[config.mk]
export PLATFORM = sky130hd
export DESIGN_NAME = wide_add_sequencer
export DESIGN_NICKNAME = d
export VERILOG_FILES = /design/src/rtl/wide_add_sequencer.sv
export SDC_FILE = /design/constraint.sdc
export NUM_CORES = 2
export LEC_CHECK = 0
export CORE_AREA = 4 4 306 308
export CTS_CLUSTER_DIAMETER = 80
export DETAILED_ROUTE_END_ITERATION = 8
export DIE_AREA = 0 0 310 312
export DONT_BUFFER_PORTS = 1
export RECOVER_POWER = 25
export SYNTH_ARGS = -nofsm -noshare
export SYNTH_HDL_FRONTEND = slang
export SYNTH_SLANG_ARGS = --single-unit
[constraint.sdc]
create_clock -name clk -period 45.3 [get_ports clk]
set_input_delay 11.325 -clock clk [delete_from_list [all_inputs] [get_ports clk]]
set_output_delay 11.325 -clock clk [all_outputs]
set_load 0.05 [all_outputs]
[src/rtl/wide_add_sequencer.sv]
// Multi-cycle wide adder: adds two WORDS x 64-bit operands one 64-bit word per
// cycle, least-significant word first, with the carry chained through a register.
module wide_add_sequencer #(
    parameter int unsigned WORDS = 4,
    parameter int unsigned CNT_W = 16
) (
    input  logic                  clk,
    input  logic                  rst,
    input  logic                  in_valid,
    output logic                  in_ready,
    input  logic [64*WORDS-1:0]   a,
    input  logic [64*WORDS-1:0]   b,
    input  logic                  c_in,
    input  logic                  abort,
    output logic                  out_valid,
    input  logic                  out_ready,
    output logic [64*WORDS-1:0]   sum,
    output logic                  c_out,
    output logic                  busy,
    output logic [CNT_W-1:0]      op_count
);

    localparam int unsigned W     = 64 * WORDS;
    localparam int unsigned IDX_W = $clog2(WORDS);
    localparam logic [IDX_W-1:0] LAST_IDX = IDX_W'(WORDS - 1);

    typedef enum logic [1:0] {
        IDLE,
        RUN,
        DONE
    } state_t;

    state_t           state;
    logic [W-1:0]     a_reg;
    logic [W-1:0]     b_reg;
    logic             carry;
    logic [IDX_W-1:0] idx;
    logic [64:0]      word_sum;

    // The single shared 64-bit add stage, steered by the word index.
    always_comb begin
        word_sum = {1'b0, a_reg[64*idx +: 64]} + {1'b0, b_reg[64*idx +: 64]} + 65'(carry);
    end

    assign in_ready = (state == IDLE);
    assign busy     = (state != IDLE);

    always_ff @(posedge clk or posedge rst) begin
        if (rst) begin
            state     <= IDLE;
            a_reg     <= '0;
            b_reg     <= '0;
            carry     <= 1'b0;
            idx       <= '0;
            sum       <= '0;
            c_out     <= 1'b0;
            out_valid <= 1'b0;
            op_count  <= '0;
        end else begin
            case (state)
                IDLE: begin
                    if (in_valid) begin
                        a_reg <= a;
                        b_reg <= b;
                        carry <= c_in;
                        idx   <= '0;
                        state <= RUN;
                    end
                end
                RUN: begin
                    if (abort) begin
                        state <= IDLE;
                    end else begin
                        sum[64*idx +: 64] <= word_sum[63:0];
                        carry             <= word_sum[64];
                        idx               <= idx + 1'b1;
                        if (idx == LAST_IDX) begin
                            c_out     <= word_sum[64];
                            out_valid <= 1'b1;
                            state     <= DONE;
                        end
                    end
                end
                DONE: begin
                    // abort wins over a simultaneous consume, so the count is left alone
                    if (abort) begin
                        out_valid <= 1'b0;
                        state     <= IDLE;
                    end else if (out_ready) begin
                        out_valid <= 1'b0;
                        if (op_count != '1) begin
                            op_count <= op_count + 1'b1;
                        end
                        state <= IDLE;
                    end
                end
                default: begin
                    state <= IDLE;
                end
            endcase
        end
    end

endmodule
==> run_results.csv <==
group,metric,value,unit
outcome,run_status,"complete, but fails checks",
outcome,violations_in_the_final_reports,"max-capacitance violations, max-slew violations",
timing,grt_setup_unrepaired,"false",
global_route,grt_usage,0.227,
synth,synth.yosys.warnings,0,
drt,dr.first_iter.drc_count,1474,
timing,worst_pin_slew,6.18,ns
job,maximum_capacitance_violations,7,
floorplanning,fp.coreArea,0.0911,mm²
timing,ratio_of_final_minimum_period_to_clock_period,0.409,
clock_tree,cts.hold.buffers_added,0,
floorplanning,rows,111,
final_layout,area_occupied_by_multi_input_gates,0.0153,mm²
timing,finalSetupTns,0,ns
synth,yosys.area.top_type_share,0.554,
clock_tree,clock_insertion_delay_worst_skew,0.65,ns
timing,fmaxAchievable,0.0540,GHz
clock_tree,number_of_clock_buffers_inserted_by_tritoncts,87,
clock_tree,clockBufferDepth,3,
clock_tree,cts_sinks,791,
place,placed_cells,3570,
drt,drt-total-wl,113000,µm
final_layout,finalNetCount,3063,
synth,synth_sequential_area_ratio,0.554,
global_route,antenna_found_initial,17,
clock_tree,cts-resized-gates,0,
synth,netlist_top_cells_count,"791 x sky130_fd_sc_hd__dfrtp_1, 514 x sky130_fd_sc_hd__mux2_2, 213 x sky130_fd_sc_hd__a22o_1",
drt,route.detailed.vias_per_inst,5.96,
drt,routedWlPerCell,30.2,µm
floorplanning,dieArea,0.0967,mm²
synth,number_of_instances_in_the_synthesized_netlist,2520,
final_layout,final_util,0.436,
timing,timing_max_transition_violations_final,529,
critical_path,critical_path.endpoint_type,"async pin",
critical_path,path_delay_family,"buffers and inverters",
place,routabilityCongestion,0.858,
synth,syn_area,0.0358,mm²
clock_tree,cts_tree,"built",
synth,yosys_register_bits,791,
drt,drt_first_pass_iters,5,
timing,hold_viol,0,
synth,yosys.cell_count.top_type,"sky130_fd_sc_hd__dfrtp_1",
synth,post_synth_mux_area_share,0.244,
clock_tree,cts-htree-levels,3,
timing,slew_headroom,-3.14,
synth,async_flop_share,1.00,
synth,synth_cell_types,77,
clock_tree,clk_transition_reported_paths,0.06,ns
clock_tree,cts_root_buf,"sky130_fd_sc_hd__clkbuf_16",
global_route,pin_count_of_the_biggest_net_entering_global_routing,145,
drt,drc,0,
critical_path,crit_path_max_fanout,144,
place,hpwl,84600,µm
drt,antenna_left,0,
synth,synth_compound_area_frac,0.103,
global_route,via_count_of_the_first_global_routing_pass,23100,
timing,post_route_minimum_period,18.53,ns
synth,postSynth.topFlopCell,"sky130_fd_sc_hd__dfrtp_1",
timing,fin_ws,26.77,ns
critical_path,crit_buf_inv,4,
synth,synth_simple_gate_area_frac,0.0359,
floorplanning,die_y,312,µm
synth,main_combinational_cell_family_by_area_after_synthesis,"multiplexers",
synth,synth_adder_area_share,0.0256,
drt,detailroute.via_count,22200,
critical_path,arrival,19.17,ns
critical_path,criticalPathCategory,"primary input to async pin",
critical_path,critical-path-slowest-cell,"sky130_fd_sc_hd__clkinvlp_2",
critical_path,critical_path.most_common_cell,"sky130_fd_sc_hd__buf_4",
floorplanning,pin_count,794,
final_layout,area.sequential,0.0198,mm²
global_route,grt-ovfl-total,0,
critical_path,timing.critical_path.from_type,"primary input",
critical_path,worstPathCellList,"clkinvlp_2 > clkbuf_1 > buf_4 > buf_4",
synth,synth_area_per_inst,14.2,µm²
synth,post_synth_xor_area_fraction,0.0190,
clock_tree,cts_setup_buffers,0,
global_route,global_route_wire_length_before_repair,162000,µm
final_layout,finalNonFillerCells,3733,
synth,synth_top_cell_by_area,"sky130_fd_sc_hd__dfrtp_1",
hold_path,hold_path_class,"flip-flop to flip-flop",
timing,report.final.setup_viol,0,
floorplanning,initial_utilization,0.392,
final_layout,final.fill_count,8141,
timing,finClkSkew,0.0260,ns
place,preCtsSetupSlack,30.51,ns
floorplanning,die_w,310,µm
synth,number_of_enable_flip_flop_cells_after_synthesis,0,
final_layout,drive_gt1_frac,0.330,
place,io_buffer_count,0,
critical_path,worst_path_largest_cell_delay,3.40,ns
synth,syn_nets,3110,
synth,yosys-top-cells-area,"sky130_fd_sc_hd__dfrtp_1 55%, sky130_fd_sc_hd__mux2_2 16%, sky130_fd_sc_hd__mux4_2 8.1%",
critical_path,timing.critical_path.required,45.94,ns
final_layout,area_growth_syn_to_layout,11.1,%
## final cells by class
class,instances,share of cell area
inverter,17,0.00164
clock buffer,131,0.0636
sequential,791,0.499
timing repair buffer,28,0.00555
multi-input combinational,1548,0.386
clock inverter,23,0.00671
tap,1186,0.0374
antenna,9,0.000567
## worst paths after layout
check / cells past startpoint / to / slack (ns) / startpoint
setup / recovery: 4 / a_reg[157] / 26.77 / rst
hold / removal: 1 / b_reg[145] / 0.50 / b_reg[145]
setup reg to reg: 5 / a_reg[91] / 36.51 / state[0]
hold reg to reg: 1 / b_reg[145] / 0.50 / b_reg[145]
max in group clk: 4 / a_reg[91] / 27.29 / in_valid
min in group asynchronous: 1 / b_reg[1] / 12.50 / rst
## through the flow
stage	hold WS, ns	area, µm²
after floorplan	0.475	35800
after global placement	0.484	36900
after detailed placement	0.490	36900
after CTS	0.503	39700
after global routing	0.510	39700
final	0.501	39700
## placed cells by master (no fill, tap or decap), types with 16 or more instances in the layout
master	instances
sky130_fd_sc_hd__o21ai_0	73
sky130_fd_sc_hd__a22o_1	213
sky130_fd_sc_hd__mux4_2	128
sky130_fd_sc_hd__clkbuf_16	89
sky130_fd_sc_hd__nand2_1	110
sky130_fd_sc_hd__a21o_1	35
sky130_fd_sc_hd__dfrtp_1	789
sky130_fd_sc_hd__xnor2_1	40
sky130_fd_sc_hd__mux2_2	514
sky130_fd_sc_hd__nand4_1	29
sky130_fd_sc_hd__clkbuf_1	32
sky130_fd_sc_hd__xor2_1	28
sky130_fd_sc_hd__a21oi_1	67
sky130_fd_sc_hd__ha_1	70
sky130_fd_sc_hd__buf_4	22
sky130_fd_sc_hd__inv_1	16
sky130_fd_sc_hd__nor2_1	47
## layer usage
layer  wire [µm]  vias to the layer above  share of wire  global-route usage
met4        3910                       12          0.035              0.0737
met2       55600                      945           0.49               0.379
met5          95                        -        0.00084                   0
li1            -                     9392              -                   -
met3       10600                      179          0.094              0.0796
met1       42700                    11700           0.38               0.274
## worst reg2reg max path, cell delays in order, from the launching register on
cell,delay [ns]
sky130_fd_sc_hd__dfrtp_1,0.44
sky130_fd_sc_hd__nor2_1,0.84
sky130_fd_sc_hd__and2_0,3.10
sky130_fd_sc_hd__clkbuf_1,2.66
sky130_fd_sc_hd__buf_4,1.05
sky130_fd_sc_hd__mux2_2,0.57
## logic make-up after synthesis
| kind of cell | after synthesis |
|---|---|
| flops | 791 |
| mux | 646 |
| compound gates | 485 |
| simple gates | 271 |
| buf+inv | 181 |
| xor+xnor | 74 |
| fa+ha+maj | 72 |
Power is left out: the tool's default activity adds up to more than one toggle a clock period on the data nets, which glitch-free logic cannot reach.
